<file path="src/rtl/odometer_pkg.sv">
`default_nettype none
// ============================================================================
// Module   : odometer_pkg
// Brief    : Shared types and defaults for the odometer measurement sequencer.
// Revision : 1.0
// ============================================================================
package odometer_pkg;

  localparam int CNT_W_DEF       = 16;
  localparam int HOLD_CYCLES_DEF = 4;
  localparam int ITER_W          = 8;

  typedef enum logic [2:0] {
    IDLE     = 3'd0,
    STRESS   = 3'd1,
    HANDOVER = 3'd2,
    MEAS     = 3'd3,
    HOLD     = 3'd4
  } state_t;

endpackage
`default_nettype wire

</file>
<file path="src/rtl/odometer_phase_timer.sv">
`default_nettype none
// ============================================================================
// Module   : odometer_phase_timer
// Brief    : Loadable down-counter; a load of 0 counts as 1. o_last is high
//            during the final cycle of the loaded interval.
// Revision : 1.0
// ============================================================================
module odometer_phase_timer #(
  parameter int CNT_W = 16
) (
  input  logic             clk,
  input  logic             rst,
  input  logic             i_load,
  input  logic [CNT_W-1:0] i_load_val,
  output logic             o_last
);

  logic [CNT_W-1:0] r_cnt;
  logic             r_last;
  logic [CNT_W-1:0] w_val;

  assign w_val = (i_load_val == '0) ? CNT_W'(1) : i_load_val;

  always_ff @(posedge clk) begin
    if (rst) begin
      r_cnt  <= '0;
      r_last <= 1'b0;
    end else if (i_load) begin
      r_cnt  <= w_val;
      r_last <= (w_val == CNT_W'(1));
    end else if (r_cnt > CNT_W'(1)) begin
      r_cnt  <= r_cnt - CNT_W'(1);
      r_last <= (r_cnt == CNT_W'(2));
    end
  end

  assign o_last = r_last;

endmodule
`default_nettype wire

</file>
<file path="src/rtl/odometer_meas_sequencer.sv">
`default_nettype none
// ============================================================================
// Module   : odometer_meas_sequencer
// Brief    : Stress / handover / measure / hold sequencer for the stacked
//            odometer. Optional multi-pass mode: ODOMETER_SEQ_REPEAT_EN.
// Revision : 1.0
// ============================================================================
module odometer_meas_sequencer
  import odometer_pkg::*;
#(
  parameter int CNT_W       = CNT_W_DEF,
  parameter int HOLD_CYCLES = HOLD_CYCLES_DEF
) (
  input  logic             CLK,
  input  logic             RESET,
  input  logic             GO,
  input  logic             ABORT,
  input  logic [CNT_W-1:0] STRESS_LEN,
  input  logic [CNT_W-1:0] MEAS_LEN,
  output logic             START,
  output logic             MEAS_STRESS,
  output logic             MEAS_DONE,
  output logic             BUSY,
  output logic             DONE
`ifdef ODOMETER_SEQ_REPEAT_EN
  ,
  input  logic [ITER_W-1:0] NUM_ITER,
  output logic [ITER_W-1:0] ITER_CNT
`endif
);

  state_t           r_state, w_next;
  logic [CNT_W-1:0] r_stress_len, r_meas_len, w_load_val;
  logic             w_load, w_last, w_done, w_more, w_accept;
  logic             r_start, r_meas_stress, r_meas_done, r_busy, r_done;

  assign w_accept = (r_state == IDLE) && GO && !ABORT;

  odometer_phase_timer #(.CNT_W(CNT_W)) u_timer (
    .clk        (CLK),
    .rst        (RESET),
    .i_load     (w_load),
    .i_load_val (w_load_val),
    .o_last     (w_last)
  );

`ifdef ODOMETER_SEQ_REPEAT_EN
  logic [ITER_W-1:0] r_iter_cnt, r_num_iter;

  always_ff @(posedge CLK) begin
    if (RESET) begin
      r_iter_cnt <= '0;
      r_num_iter <= ITER_W'(1);
    end else if (w_accept) begin
      r_iter_cnt <= '0;
      r_num_iter <= (NUM_ITER == '0) ? ITER_W'(1) : NUM_ITER;
    end else if (r_state == HOLD && w_last && !ABORT && r_iter_cnt != '1) begin
      r_iter_cnt <= r_iter_cnt + ITER_W'(1);
    end
  end

  // Another pass remains if the pass now ending is not the last requested one.
  assign w_more   = r_iter_cnt < (r_num_iter - ITER_W'(1));
  assign ITER_CNT = r_iter_cnt;
`else
  assign w_more = 1'b0;
`endif

  always_comb begin
    w_next     = r_state;
    w_load     = 1'b0;
    w_load_val = r_stress_len;
    w_done     = 1'b0;
    case (r_state)
      IDLE: begin
        if (w_accept) begin
          w_next     = STRESS;
          w_load     = 1'b1;
          w_load_val = STRESS_LEN;
        end
      end
      STRESS: begin
        if (ABORT)       w_next = IDLE;
        else if (w_last) w_next = HANDOVER;
      end
      HANDOVER: begin
        if (ABORT) begin
          w_next = IDLE;
        end else begin
          w_next     = MEAS;
          w_load     = 1'b1;
          w_load_val = r_meas_len;
        end
      end
      MEAS: begin
        if (ABORT) begin
          w_next = IDLE;
        end else if (w_last) begin
          w_next     = HOLD;
          w_load     = 1'b1;
          w_load_val = CNT_W'(HOLD_CYCLES);
        end
      end
      HOLD: begin
        if (ABORT) begin
          w_next = IDLE;
        end else if (w_last) begin
          if (w_more) begin
            w_next     = STRESS;
            w_load     = 1'b1;
            w_load_val = r_stress_len;
          end else begin
            w_next = IDLE;
            w_done = 1'b1;
          end
        end
      end
      default: w_next = IDLE;
    endcase
  end

  // Outputs are decoded from the next state so each phase change is glitch-free.
  always_ff @(posedge CLK) begin
    if (RESET) begin
      r_state       <= IDLE;
      r_stress_len  <= '0;
      r_meas_len    <= '0;
      r_start       <= 1'b0;
      r_meas_stress <= 1'b0;
      r_meas_done   <= 1'b0;
      r_busy        <= 1'b0;
      r_done        <= 1'b0;
    end else begin
      r_state <= w_next;
      if (w_accept) begin
        r_stress_len <= STRESS_LEN;
        r_meas_len   <= MEAS_LEN;
      end
      r_start       <= (w_next == STRESS) || (w_next == HANDOVER);
      r_meas_stress <= (w_next == HANDOVER) || (w_next == MEAS) || (w_next == HOLD);
      r_meas_done   <= (w_next == HOLD);
      r_busy        <= (w_next != IDLE);
      r_done        <= w_done;
    end
  end

  assign START       = r_start;
  assign MEAS_STRESS = r_meas_stress;
  assign MEAS_DONE   = r_meas_done;
  assign BUSY        = r_busy;
  assign DONE        = r_done;

endmodule
`default_nettype wire

</file>
<file path="config.mk">
export PLATFORM = sky130hd
export DESIGN_NAME = odometer_meas_sequencer
export DESIGN_NICKNAME = d
export VERILOG_FILES = /design/src/rtl/odometer_pkg.sv /design/src/rtl/odometer_phase_timer.sv /design/src/rtl/odometer_meas_sequencer.sv
export SDC_FILE = /design/constraint.sdc
export NUM_CORES = 1
export LEC_CHECK = 0
export BUFFER_PORTS_ARGS = -buffer_cell sky130_fd_sc_hd__buf_4
export CAP_MARGIN = 20
export CORE_UTILIZATION = 60
export DETAILED_ROUTE_END_ITERATION = 10
export GPL_TIMING_DRIVEN = 0
export HOLD_SLACK_MARGIN = 0.1
export PLACE_DENSITY = 0.83
export SETUP_SLACK_MARGIN = 0.02
export SLEW_MARGIN = 20
export SYNTH_ARGS = -nofsm -noshare
export SYNTH_HDL_FRONTEND = slang
export SYNTH_SLANG_ARGS = --single-unit
</file>
<file path="constraint.sdc">
create_clock -name CLK -period 7.6 [get_ports CLK]
set_clock_uncertainty 0.2 [all_clocks]
set_input_delay 1.14 -clock CLK [delete_from_list [all_inputs] [get_ports CLK]]
set_output_delay 1.14 -clock CLK [all_outputs]
set_load 0.005 [all_outputs]
</file>
* Word level (Yosys, flattened, before mapping) *
Index checks and enable logic that the tools add are counted.

operators by class
  $add $sub $neg = 1
  order comparisons = 1
  eq/ne operators = 10
  multiplexer cells = 24
  bitwise operators = 1
  reductions and logical operators = 11

operators with widths
  kind                   number
  $mux 16                7
  $pmux 16 s3            1
  $mux 3                 7
  $eq 16x1->1 const B    1
  $eq 16x2->1 const B    1
  $gt 16x1->1 const B    1
  $logic_not 16->1       1
  $sub 16x1->16 const B  1
  $pmux 3 s5             1
  $eq 3x2->1 const B     4
  $eq 3x1->1 const B     2
  $eq 3x3->1 const B     2
  $mux 1                 6
  $logic_not 3->1        1
  $logic_or 1x1->1       3
  $pmux 1 s3             1
  $reduce_bool 3->1      1
  $logic_and 1x1->1      2
  $mux 2                 1
  $reduce_bool 2->1      1
  $reduce_or 2->1        1
  $logic_not 1->1        1
  $not 1->1              1

word-level totals
  flip-flop bits (word level) = 57
  input bits = 36
  output and inout bits = 5
  logic and storage cells = 58

* Logic depth before layout (Yosys ltp) *
  word-level depth = 9
  mapped depth = 9
  gate-level depth less buffers = 7

* Hierarchy *
Synthesis repeated with hierarchy kept, for this count alone.

unflattened totals
  cell total of the unflattened synthesis = 348
  area, all modules = 2,788.9 sq um

modules (own cells, without submodules)
  module                   instances  cells an instance  area each (sq um)  sequential area each (sq um)
  odometer_meas_sequencer  1          224                1,789.2            800.8
  odometer_phase_timer     1          124                999.7              340.3

* Worst setup path before layout *
OpenSTA, ideal clock, no wires.

  path type = input to register
  from = input ABORT
  to = register u_timer.r_cnt[0]
  setup time = 95 ps
  arrival = 2,733 ps
  required time = 7,305 ps
  slack = 4,572 ps
  stages on the path = 7
  path buffers = 2
  path through = clkbuf_1 nor2_1 a31o_2 or4_1 buf_2 xnor2_1 a221oi_1

between the ends
  longest elaborated chain between the ends = 7
  elaborated cells between the ends (all ways) = 14
  those cells by class = mux: 10; reduce/logical: 4

RTL lines
  what                    line                           source
  start: declaration      odometer_meas_sequencer.sv:17  input logic ABORT,
  $logic_not 1->1         odometer_meas_sequencer.sv:37  assign w_accept = (r_state == IDLE) && GO && !ABORT;
  $logic_and 1x1->1       odometer_meas_sequencer.sv:37
  $mux 16                 odometer_meas_sequencer.sv:76  if (w_accept) begin
  $pmux 16 s3             odometer_meas_sequencer.sv:74  case (r_state)
  $logic_not 16->1        odometer_phase_timer.sv:22     assign w_val = (i_load_val == '0) ? CNT_W'(1) : i_load_val;
  $mux 16                 odometer_phase_timer.sv:22
  $mux 16                 odometer_phase_timer.sv:28     end else if (i_load) begin
  end signal: assignment  odometer_phase_timer.sv:29     r_cnt <= w_val;
  end signal: assignment  odometer_phase_timer.sv:32     r_cnt <= r_cnt - CNT_W'(1);
  end: declaration        odometer_phase_timer.sv:18     logic [CNT_W-1:0] r_cnt;

Several ways; a longest one is shown, not always the timed one.
A chain may end at the register's enable or synchronous reset.

* Worst setup path after layout *
  from = input ABORT
  to = register u_timer.r_cnt[15]

The elaborated chain is that of the path after synthesis.

==> metrics.txt <==
register bit count reported by yosys 56; filler cell count about 320; post-DR vias/cell slightly above 6; P per Cell Area 321 nW/um2; dominant cell type by area after synthesis dfxtp_1; switching share of power between 30% and 40%; hold wc startpoint r_stress_len[5]$_SDFF_PP0_; drt total wl around 6800 um; Yosys cell types 47; top_reg_cell synth dfxtp_1; CP max-delay cell a31oi_1; Final period util 39.2%; CTS Buf Count 5; input/output buffers 39; Die H 67.7 um; Multi-input gate area 1370 um2; final setup vio count 0; # clock sinks 56; grt ovf 0; CP Buf/Inv Count 2; Min Hold Slack around 0.26 ns; Util after Layout about three quarters; fin. max-slew vios 0; top cell type's share of synthesized area 43.3%; Hold Path Depth 2; Crit Path Category in2reg; Pleak around 1.2 nW; CTS tree yes; MaxCap Viol Count 0; CP required roughly 7.6 ns; RSZ-0062 raised after global routing false; Top delay family on crit path compound AO/OA/AOI/OAI gates; maximum clock frequency roughly 0.34 GHz; Setup Fix Bufs, Post-CTS 0; Register Area roughly 1100 um2; Wirelength per Cell 16.2 um; ANT cells 0; Hold Path End r_stress_len[5]$_SDFF_PP0_; minimum period implied by the final worst setup slack 2.98 ns; maximum VDD drop roughly 0.0002 V; Pre-antenna DRT Iters 5; Critical Path Sink Type flop; first-pass GRT wire length 10800 um; Worst R2R End u_timer.r_cnt[0]$_SDFFE_PP0P_; cts repair resizes 0; worst path cell trace clkbuf_1 > nor2_1 > a31oi_1 > clkbuf_1 > o21ai_0 > a31oi_1; Sw Pwr between 300 and 400 uW; Syn. warnings 0; I/O pin total 41; Mapped Area approximately 2600 um2; cell count after synthesis approximately 320; clk_lat worst skew 0.31 ns; Tot Pwr 987 uW; die area about 4600 um2; Routed Antenna Nets 0; largest net degree at the start of global routing 17; number of synthesized flops with an enable pin 0; Rows 23; reg2reg path depth 6; Post-DP Area roughly 2900 um2; Post-synth ARST share 0%; post-route cell area 3080 um2; Layout area overhead 19.0%; initial antenna violation count 0; final non-filler cell total 419; Hold WC Path Type reg2reg; Vias 2610; Starting Density between 60% and 70%; DRC 0; cts hold-fix bufs 0; crit-path max cell delay ~0.60 ns; top cells by area, synth dfxtp_1 43%, nand2_1 11%, a21oi_1 6.4%; GP Congestion around 0.89; Core Region between 4000 and 5000 um2; critical path arrival 3.02 ns; pre-CTS WS 4.34 ns; run status completed; CP Max Fanout 10; final hold vios 0; register area share after synthesis 43.3%; vias in the first global route about 2300; Die X a little under 70 um; startpoint of the worst-slack reg-to-reg timing path u_timer.r_cnt[4]$_SDFFE_PP0P_; CTS clock-pin slew for the worst setup and hold paths around 0.10 ns; worst-margin pin slew just under 0.7 ns; H-tree levels 2; Syn Nets approximately 360; Global Route Usage Sum 31.9%; syn avg cell area ~8 um2; P_int 639 uW; Placed Cells a little over 400; worst-case clock buffer depth 2; Comb pwr share 37.7%; worst reg-to-reg setup slack between 5 and 6 ns; Root Driver clkbuf_8; Startpoint Class input port; fin nets 408; Setup TNS 0 ns; setup ws final between 4 and 5 ns; Clock power frac between 20% and 30%; hpwl dp between 5000 and 6000 um; Rel. slew slack 54.3%; Starting DRT DRC Count 250; share of post-route cells with drive strength above 1 around 15%; sequential power share around 40%
[registers in the layout, indices dropped and copies added, names as in the netlist]
register / flops
r_state: 3
u_timer.r_cnt: 16
MEAS_STRESS: 1
START: 1
DONE: 1
r_stress_len: 15
MEAS_DONE: 1
BUSY: 1
u_timer.o_last: 1
r_meas_len: 16
[power groups by stage]
stage                     Clock (mW)  Sequential (mW)  Combinational [mW]
final                          0.224            0.390               0.373
after global routing           0.235            0.397               0.411
after CTS                      0.225            0.388               0.366
after global placement             0            0.391               0.354
after detailed placement           0            0.394               0.361
after floorplan                    0            0.381               0.281
[worst register-to-register path, cell delays in order, from the launching register on]
cell	delay, ns
dfxtp_1	0.37
nor4_1	0.61
nand2_1	0.22
or4_1	0.49
buf_2	0.17
xnor2_1	0.13
a221oi_1	0.26
[worst max path at each step]
stage / startpoint / to / slack (ns) / depth (start not counted)
6_report: ABORT / u_timer.r_cnt[15]$_SDFFE_PP0P_ / 4.62 / 6
5_1_grt: ABORT / u_timer.r_cnt[15]$_SDFFE_PP0P_ / 4.42 / 6
4_1_cts: ABORT / u_timer.r_cnt[0]$_SDFFE_PP0P_ / 4.64 / 7
3_5_place_dp: ABORT / u_timer.r_cnt[0]$_SDFFE_PP0P_ / 4.34 / 7
3_3_place_gp: ABORT / u_timer.r_cnt[15]$_SDFFE_PP0P_ / 4.34 / 5
2_1_floorplan: ABORT / u_timer.r_cnt[0]$_SDFFE_PP0P_ / 4.57 / 7
[kinds of logic (layout without fill, tap and decap cells)]
| kind of cell | after synthesis | in the layout | synth area share, % |
|---|---|---|---|
| buffers and inverters | 24 | 70 | 3.97 |
| AOI/OAI and AO/OA | 74 | 74 | 19.2 |
| xor gates and xnor gates | 10 | 10 | 3.38 |
| and+or+nand+nor | 154 | 154 | 27.9 |
| DFF | 56 | 56 | 43.3 |
| muxes | 2 | 2 | 0.822 |
| adders and majority gates | 3 | 3 | 1.45 |
[final cells by class]
type	instances	area share [%]
timing repair buffer	39	9.51
inverter	2	0.244
buffer	22	3.09
sequential	56	36.4
tap	50	2.03
multi-input combinational	243	44.5
clock buffer	5	2.24
clock inverter	2	1.95
[cell usage after synthesis, types with 2 or more instances]
library cell and n:
nand2_1 76, dfxtp_1 56, a21oi_1 33, nor2_1 27, clkbuf_1 19, nor4_1 11, a222oi_1 9, or4_1 8
nand4_1 6, xnor2_1 5, xor2_1 5, a31oi_1 4, nor3_1 4, o21ai_0 4, o31ai_1 4, or3_1 4
a211oi_1 3, a221oi_1 3, and2_1 3, ha_1 3, nand3_1 3, o41ai_1 3, or2_2 3, inv_1 2
nor2b_1 2, nor4b_1 2
[layer usage]
metal	track usage (%)	vias to the layer above	wire length (um)
met4	12.8	0	193
met3	6.76	20	530
met2	53.7	132	3210
li1	-	1252	-
met5	0	-	0
met1	39.3	1206	2880
[placed cells by master (no fill, tap or decap), types with 2 or more instances in the layout]
cell       netlist  layout
buf_4            1      40
and2_1           3       3
a211oi_1         3       3
a31oi_1          4       4
nor2_1          27      27
xnor2_1          5       5
nor4_1          11      11
dfxtp_1         56      56
a21oi_1         33      33
nand3_1          3       3
o31ai_1          4       4
o21ai_0          4       4
or3_1            4       4
bufinv_16        0       2
ha_1             3       3
clkbuf_1        19      19
a221oi_1         3       3
clkbuf_8         0       5
or4_1            8       8
nor2b_1          2       2
nor3_1           4       4
xor2_1           5       5
o41ai_1          3       3
nand4_1          6       6
nand2_1         76      76
inv_1            2       2
a222oi_1         9       9
or2_2            3       3
No activity file was read; power rests on OpenSTA's default activity.
